--- src/rtl/timebase_defs.sv ---
// Shared constants for the timebase selector: load table, widths and FSM states.
// LOAD_VALUE is the divider half-period count for each front-panel step.
package timebase_defs;

   localparam int TB_NUM_STEPS = 8;
   localparam int TB_INDEX_W   = 3;

   localparam logic [27:0] TB_LOAD_0 = 28'd50;
   localparam logic [27:0] TB_LOAD_1 = 28'd500;
   localparam logic [27:0] TB_LOAD_2 = 28'd5_000;
   localparam logic [27:0] TB_LOAD_3 = 28'd50_000;
   localparam logic [27:0] TB_LOAD_4 = 28'd500_000;
   localparam logic [27:0] TB_LOAD_5 = 28'd5_000_000;
   localparam logic [27:0] TB_LOAD_6 = 28'd50_000_000;
   localparam logic [27:0] TB_LOAD_7 = 28'd100_000_000;

   typedef enum logic [1:0] {
      ST_IDLE   = 2'd0,
      ST_UPDATE = 2'd1,
      ST_NOTIFY = 2'd2
   } state_t;

   function automatic logic [27:0] load_of(
      input logic [TB_INDEX_W-1:0] idx
   );
      load_of = TB_LOAD_0;
      case (idx)
         3'd0: load_of = TB_LOAD_0;
         3'd1: load_of = TB_LOAD_1;
         3'd2: load_of = TB_LOAD_2;
         3'd3: load_of = TB_LOAD_3;
         3'd4: load_of = TB_LOAD_4;
         3'd5: load_of = TB_LOAD_5;
         3'd6: load_of = TB_LOAD_6;
         3'd7: load_of = TB_LOAD_7;
      endcase
   endfunction

endpackage

--- src/rtl/button_debouncer.sv ---
// Raw push-button to clean level plus a one-cycle press strobe.
// Two-flop synchroniser, then a stability counter gating level changes.
module button_debouncer #(
   parameter int DEBOUNCE_CYCLES = 1_000_000
) (
   input  logic CLK_IN,
   input  logic RESET,
   input  logic BTN_RAW,
   output logic BTN_LEVEL,
   output logic BTN_PRESS
);

   localparam int CNT_W =
      (DEBOUNCE_CYCLES > 1) ? $clog2(DEBOUNCE_CYCLES) : 1;
   localparam logic [CNT_W-1:0] CNT_LAST = CNT_W'(DEBOUNCE_CYCLES - 1);

   logic             r_sync1;
   logic             r_sync2;
   logic             r_level;
   logic             r_press;
   logic [CNT_W-1:0] r_cnt;

   always_ff @(posedge CLK_IN) begin
      if (!RESET) begin
         r_sync1 <= 1'b0;
         r_sync2 <= 1'b0;
         r_level <= 1'b0;
         r_press <= 1'b0;
         r_cnt   <= '0;
      end else begin
         r_sync1 <= BTN_RAW;
         r_sync2 <= r_sync1;
         r_press <= 1'b0;
         if (r_sync2 == r_level) begin
            r_cnt <= '0;
         end else if (r_cnt == CNT_LAST) begin
            // Strobe only on the accepted rising level; release is silent.
            r_level <= ~r_level;
            r_press <= ~r_level;
            r_cnt   <= '0;
         end else begin
            r_cnt <= r_cnt + 1'b1;
         end
      end
   end

   assign BTN_LEVEL = r_level;
   assign BTN_PRESS = r_press;

endmodule

--- src/rtl/timebase_selector.sv ---
// Front-panel UP/DOWN to saturating timebase index, divider load and reload strobe.
// Index and load change together one cycle before the one-cycle DIV_RESET.
module timebase_selector
   import timebase_defs::*;
#(
   parameter int DEBOUNCE_CYCLES = 1_000_000,
   parameter int DEFAULT_INDEX   = 3
) (
   input  logic                  CLK_IN,
   input  logic                  RESET,
   input  logic                  BTN_UP,
   input  logic                  BTN_DOWN,
   output logic [27:0]           LOAD_VALUE,
   output logic                  DIV_RESET,
   output logic [TB_INDEX_W-1:0] INDEX,
   output logic                  AT_MIN,
   output logic                  AT_MAX
);

   localparam logic [TB_INDEX_W-1:0] DEF_IDX = TB_INDEX_W'(DEFAULT_INDEX);
   localparam logic [TB_INDEX_W-1:0] IDX_MAX = TB_INDEX_W'(TB_NUM_STEPS - 1);

   logic w_up_level;
   logic w_up_press;
   logic w_dn_level;
   logic w_dn_press;
   logic w_up_evt;
   logic w_dn_evt;

   button_debouncer #(.DEBOUNCE_CYCLES(DEBOUNCE_CYCLES)) u_up (
      .CLK_IN   (CLK_IN),
      .RESET    (RESET),
      .BTN_RAW  (BTN_UP),
      .BTN_LEVEL(w_up_level),
      .BTN_PRESS(w_up_press)
   );

   button_debouncer #(.DEBOUNCE_CYCLES(DEBOUNCE_CYCLES)) u_dn (
      .CLK_IN   (CLK_IN),
      .RESET    (RESET),
      .BTN_RAW  (BTN_DOWN),
      .BTN_LEVEL(w_dn_level),
      .BTN_PRESS(w_dn_press)
   );

   assign w_up_evt = w_up_press & w_up_level;
   assign w_dn_evt = w_dn_press & w_dn_level;

   state_t                  r_state;
   logic                    r_dir_up;
   logic [TB_INDEX_W-1:0]   r_index;
   logic [27:0]             r_load;
   logic                    r_div_rst;
   logic                    r_at_min;
   logic                    r_at_max;

   logic [TB_INDEX_W-1:0]   w_idx_inc;
   logic [TB_INDEX_W-1:0]   w_idx_dec;
   logic [TB_INDEX_W-1:0]   w_idx_nxt;
   logic                    w_changed;

   assign w_idx_inc = (r_index == IDX_MAX) ? r_index : r_index + 1'b1;
   assign w_idx_dec = (r_index == '0) ? r_index : r_index - 1'b1;
   assign w_idx_nxt = r_dir_up ? w_idx_inc : w_idx_dec;
   assign w_changed = (w_idx_nxt != r_index);

   always_ff @(posedge CLK_IN) begin
      if (!RESET) begin
         r_state   <= ST_IDLE;
         r_dir_up  <= 1'b0;
         r_index   <= DEF_IDX;
         r_load    <= load_of(DEF_IDX);
         r_div_rst <= 1'b1;
         r_at_min  <= (DEF_IDX == '0);
         r_at_max  <= (DEF_IDX == IDX_MAX);
      end else begin
         r_div_rst <= 1'b0;
         unique case (r_state)
            ST_IDLE: begin
               // Simultaneous presses are ambiguous and ignored.
               if (w_up_evt ^ w_dn_evt) begin
                  r_dir_up <= w_up_evt;
                  r_state  <= ST_UPDATE;
               end
            end
            ST_UPDATE: begin
               if (w_changed) begin
                  r_index  <= w_idx_nxt;
                  r_load   <= load_of(w_idx_nxt);
                  r_at_min <= (w_idx_nxt == '0);
                  r_at_max <= (w_idx_nxt == IDX_MAX);
                  r_state  <= ST_NOTIFY;
               end else begin
                  r_state <= ST_IDLE;
               end
            end
            ST_NOTIFY: begin
               r_div_rst <= 1'b1;
               r_state   <= ST_IDLE;
            end
            default: r_state <= ST_IDLE;
         endcase
      end
   end

   assign LOAD_VALUE = r_load;
   assign DIV_RESET  = r_div_rst;
   assign INDEX      = r_index;
   assign AT_MIN     = r_at_min;
   assign AT_MAX     = r_at_max;

endmodule

--- config.mk ---
export PLATFORM = sky130hd
export DESIGN_NAME = timebase_selector
export DESIGN_NICKNAME = d
export VERILOG_FILES = /design/src/rtl/timebase_defs.sv /design/src/rtl/button_debouncer.sv /design/src/rtl/timebase_selector.sv
export SDC_FILE = /design/constraint.sdc
export NUM_CORES = 1
export LEC_CHECK = 0
export CORE_MARGIN = 4
export CORE_UTILIZATION = 45
export DETAILED_ROUTE_END_ITERATION = 10
export PLACE_DENSITY = 0.74
export SYNTH_ARGS = -nofsm -noshare
export SYNTH_HDL_FRONTEND = slang
export SYNTH_SLANG_ARGS = --single-unit
export TNS_END_PERCENT = 10
--- constraint.sdc ---
create_clock -name CLK_IN -period 5 [get_ports CLK_IN]
set_input_delay 0.5 -clock CLK_IN [delete_from_list [all_inputs] [get_ports CLK_IN]]
set_output_delay 0.5 -clock CLK_IN [all_outputs]
set_load 0.05 [all_outputs]
### Word-level counts from Yosys, hierarchy flattened

Memories as Yosys holds them, arrays and structs flattened. A register that Yosys moved wholly into a read port is not among the register bits.
Index checks and enable logic that the tools add are counted.

* $add $sub $neg: 4
* multiply operators: 0
* div/mod/pow operators: 0
* order comparisons: 0
* eq/ne operators: 10
* shift operators: 0
* mux-type cells: 7
* bitwise operators: 10
* reduce and logical (&&, ||, !) cells: 12

Operators with widths (count)
* adder 20 x 1 -> 20 bit, second input constant: 2
* == test 20 bit, second input constant: 2
* OR reduction 3 bit: 4
* 2-to-1 mux 3 bit: 3
* AND reduction 2 bit: 4
* NOT 1 bit: 7
* == test 3 bit, second input constant: 2
* zero test 3 bit: 2
* 2-to-1 mux 2 bit: 2
* case mux 2 bit (2 select lines): 1
* adder 3 x 1 -> 3 bit, second input constant: 1
* inequality test 3 bit: 1
* subtractor 3 x 1 -> 3 bit, second input constant: 1
* AND 1 bit: 2
* == test 1 bit: 2
* == test 2 x 1 -> 1 bit, second input constant: 1
* == test 2 bit, second input constant: 1
* zero test 2 bit: 1
* inequality test 2 bit, second input constant: 1
* zero test 1 bit: 1
* 2-to-1 mux 1 bit: 1
* bitwise XOR 1 bit: 1

* register bits after elaboration: 85
* bits in latches: 0
* bits in writable memories: 0
* ROM bits: 200
* bits of input ports: 4
* output and inout port bits: 34
* logic and storage cells: 61
* memories: 1

Memories
* (no name shown): words 8, width 25, read ports 1, clocked after memory_dff 1, wr ports 0, line timebase_defs.sv:27 `case (idx)`

### Depth between registers and ports, before layout

* depth in word-level cells: 6
* gate-level depth with buffers: 10
* gate-level depth less buffers: 10

### Modules after synthesis

A second synthesis with hierarchy kept.

* cells, all modules: 404
* area total of the unflattened synthesis: 3592.2 sq um

By module, submodules not included
* button_debouncer: times used 2, cells each 121, area each 1073.5 sq um, seq. area each 480.5 sq um
* timebase_selector: times used 1, cells each 162, area each 1445.1 sq um, seq. area each 580.6 sq um

### Worst setup path after synthesis

Ideal clock, no wire load.

* path kind: register -> register
* start: register r_index[0], in the netlist INDEX[0]
* end: register r_load[6], in the netlist LOAD_VALUE[6]
* arrival time: 2.584 ns
* data required time: 4.880 ns
* setup slack: 2.296 ns
* stages on the path, launching flop included: 11
* buffers on the path: 0
* cells stage by stage: dfxtp_1 inv_1 ha_1 or3_1 o21ai_0 a211o_1 inv_1 ha_1 nor2_1 a211oi_1 a211o_1

* word-level cells in the longest chain between the ends: 5
* elaborated cells on any way between the ends: 9
* those cells by class: add/sub: 2; eq/ne: 2; mux: 3; reduce/logical: 2

Ends and longest elaborated chain
* from (decl): line timebase_selector.sv:51 `logic [TB_INDEX_W-1:0] r_index;`
* from (signal assigned): line timebase_selector.sv:88 `r_index <= w_idx_nxt;`
* subtractor 3 x 1 -> 3 bit, or another cell as far along: line timebase_selector.sv:63 `assign w_idx_dec = (r_index == '0) ? r_index : r_index - 1'b1;`
* 2-to-1 mux 3 bit (on tied branches): line timebase_selector.sv:63, timebase_selector.sv:62
* 2-to-1 mux 3 bit *: line timebase_selector.sv:64 `assign w_idx_nxt = r_dir_up ? w_idx_inc : w_idx_dec;`
* named net w_idx_nxt[1]: line timebase_selector.sv:59 `logic [TB_INDEX_W-1:0] w_idx_nxt;`
* inequality test 3 bit: line timebase_selector.sv:65 `assign w_changed = (w_idx_nxt != r_index);`
* AND reduction 2 bit (no line)
* to (decl): line timebase_selector.sv:52 `logic [27:0] r_load;`

The timed path passes the listed nets; every way through them passes the cells marked *.
A chain may end at the register's enable or synchronous reset.

### Worst setup path after layout

* start: register r_index[0], in the netlist INDEX[0]
* end: register r_load[5], in the netlist LOAD_VALUE[5]

Same word-level chain as after synthesis.

==> results.cfg <==
[worst_hold_path]
min_to = u_up.r_sync2$_SDFF_PN0_
hp-start = u_up.r_sync1$_SDFF_PN0_
hold_depth = 1
min_path_type = flop to flop

[worst_setup_path]
cp_slowest_cell = dfxtp_1
r2r_start = INDEX[0]$_SDFFE_PN1P_
crit_arrival_ps = 2820
slowest_delay_ps = 390
crit_chain = inv_1 > ha_1 > or3_1 > o21ai_0 > a211o_1 > inv_1 > ha_1 > o21ai_0 > nor2_1 > a32o_1
critPathMaxFanout = 8
path_delay_family = compound AO/OA/AOI/OAI gates
path_buf_inv = 2
critical_path_class = flop to flop
timing.rr.end = LOAD_VALUE[5]$_SDFFE_PN0P_
r2r_cells = 10
required_ps = 5230
rrSetupSlack_ps = 2410
critPathCaptureType = flop
cp-start-kind = flop

[logic_synthesis]
ys.flop_type = dfxtp_1
synthArstFlopShare_pct = 0
synth_warnings = 0
netlist_instances = 381
synth_edf_count = 0
ys_seq_area_share_pct = 45.5
avgSynthCellArea_um2 = 8.90
synth_area_mm2 = 0.00339
netlist-cell-type-count = 47
synth_seq_cells = 77

[sta]
setup_tns_ps = 0
post-route-period-util_pct = 51.8
clock.fmax_mhz = 386
slew_headroom_pct = 43.4
rsz0062_at_grt = no
finalSetupViolCount = 0
final-max-slew-violation-count = 0
final.min_clock_period_ps = 2590
worst_pin_slew_ps = 849
finalHoldViolations = 0
fin_skew_ps = 6.92

[placement]
place_congestion = 0.773
detailed_place_hpwl_um = 4350
io_buffers = 34

[finish]
register_area_mm2 = 0.00154
most-common-layout-cells = dfxtp_1, nor2_1, clkdlybuf4s50_1
fill_cells = 713
antenna_cells = 0
nets = 419
syn_to_final_growth_pct = 15.8
final_common_cell = dfxtp_1
layout-drive-gt1-share_pct = 6.34
multi_input_area_mm2 = 0.00167
final_util_pct = 53.8

[pwr]
ir_worst_vdd_mv = 0.235
p_per_area_mw_per_mm2 = 287
p_leak_nw = 1.35

[cts]
cts_hold_buffers = 0
cts-buffers-inserted = 9
cts_setup_buffers = 0
cts_tree = yes
clock-sinks = 77
cts_root_buffer = clkbuf_8
htree_levels = 3
clk_latency_ps = 340
clockBufferDepth = 2
path_clk_slew_ps = 80
postCtsResizedCells = 0

[job]
maxCapViolCount = 0

[detailed_routing]
route.detailed.drc = 0
vias_per_cell = 5.06
wl_per_cell_um = 12.7
ant_nets = 0
wl_um = 6440
drt-initial-drc-count = 109
via_count = 2577
first_pass_iters = 4

[floorplan]
initial_core_util_pct = 46.5
die_h_um = 94.8
ioPinCount = 38
rows = 31
dieArea_mm2 = 0.00899
core-area_mm2 = 0.00729
die_w_um = 94.8

[global_routing]
antenna_found_initial = 0
grt_pass1_vias = 2465
grt-ovfl-total = 0
grt_max_degree = 34
grt_pass1_wl_um = 11200
track_usage_pct = 15.6

[run_status]
status = completed
==> cell families (layout without fill, tap and decap cells) <==
family	count (synthesis)	count (layout)	synth area share, %
AO/OA/AOI/OAI	43	43	8.79
XOR/XNOR	40	40	10.3
buffers and inverters	33	60	5.50
AND/OR/NAND/NOR	174	174	25.2
other	1	3	0.111
adder cells (fa/ha/maj)	10	10	3.69
flip-flops	77	77	45.5
multiplexers	3	3	0.886
==> cells in the mapped netlist, types with 2 or more instances <==
cell type	count	share of area, %
mux2i_1	3	0.89
buf_4	8	1.8
dfxtp_1	77	45
a21oi_1	14	2.1
xor2_1	19	4.9
o21ai_1	2	0.30
and4b_1	2	0.59
ha_1	10	3.7
and2_1	5	0.92
clkbuf_1	4	0.44
nand4_1	8	1.5
buf_2	8	1.2
nand3_1	17	2.5
inv_1	10	1.1
and3_1	4	0.74
a22oi_1	6	1.3
a211o_1	2	0.52
and4_1	6	1.6
nor4_2	2	0.74
nor3_1	9	1.3
nand2_1	33	3.7
nor4_1	4	0.74
o21ai_0	7	1.0
xnor2_1	21	5.4
buf_6	3	1.0
or3_1	4	0.74
a2bb2oi_1	2	0.52
nor2_1	71	7.9
a211oi_1	2	0.44
==> report_power, final <==
part	total, W	switching (W)	leakage, nW	internal (W)
combinational	0.0000192	0.0000147	0.623	0.00000455
clock	0.000489	0.000218	0.106	0.000271
sequential	0.000616	0.00000119	0.622	0.000615
total	0.00112	0.000234	1.35	0.000891
==> sequential cells by signal (all words and copies together) (netlist names) <==
name and flops:
LOAD_VALUE 22, u_dn.r_sync1 1, u_dn.r_sync2 1, r_state 2, u_up.r_sync1 1, r_dir_up 1, DIV_RESET 1, u_dn.BTN_PRESS 1
u_up.BTN_PRESS 1, u_dn.r_cnt 20, u_up.r_cnt 20, u_up.r_sync2 1, u_dn.BTN_LEVEL 1, INDEX 3, u_up.BTN_LEVEL 1
==> routing by layer <==
| metal | vias up | wire length (um) | global-route usage, % |
|---|---|---|---|
| li1 | 1332 | - | - |
| met1 | 1195 | 3060 | 19.8 |
| met2 | 45 | 3100 | 25.8 |
| met3 | 5 | 214 | 4.22 |
| met4 | 0 | 68 | 5.05 |
| met5 | - | 0 | 0 |
==> layout make-up <==
cell class | instances | area share (%)
multi-input cells | 273 | 42.5
flip-flops and latches | 77 | 39.3
repair buffers | 34 | 8.67
clock buffers | 13 | 4.30
well taps | 99 | 3.16
clock inverters | 3 | 1.08
inverters | 10 | 0.957
==> worst max path at each step <==
| stage | start | to | slack, ps | cells past startpoint |
|---|---|---|---|---|
| floorplan | INDEX[0]$_SDFFE_PN1P_ | LOAD_VALUE[6]$_SDFFE_PN1P_ | 2300 | 10 |
| global placement | RESET | u_up.r_cnt[18]$_SDFF_PP0_ | 2270 | 4 |
| detailed placement | RESET | u_up.r_cnt[3]$_SDFF_PP0_ | 2200 | 4 |
| CTS | INDEX[0]$_SDFFE_PN1P_ | LOAD_VALUE[5]$_SDFFE_PN0P_ | 2430 | 10 |
| global route | INDEX[0]$_SDFFE_PN1P_ | LOAD_VALUE[5]$_SDFFE_PN0P_ | 2180 | 10 |
| finish | INDEX[0]$_SDFFE_PN1P_ | LOAD_VALUE[5]$_SDFFE_PN0P_ | 2410 | 10 |
==> through the flow <==
step / instance area (um2) / std cells / hold WS (ps) / worst slack [ps] / total power [W]
finish: 3920 / 509 / 441 / 2410 / 0.00112
global route: 3920 / 509 / 457 / 2180 / 0.00117
CTS: 3920 / 509 / 443 / 2430 / 0.00114
detailed placement: 3710 / 493 / 428 / 2200 / 0.000650
global placement: 3710 / 493 / 423 / 2270 / 0.000650
floorplan: 3400 / 383 / 412 / 2300 / 0.000647
Note: power is estimated with default switching activity, not from simulation.
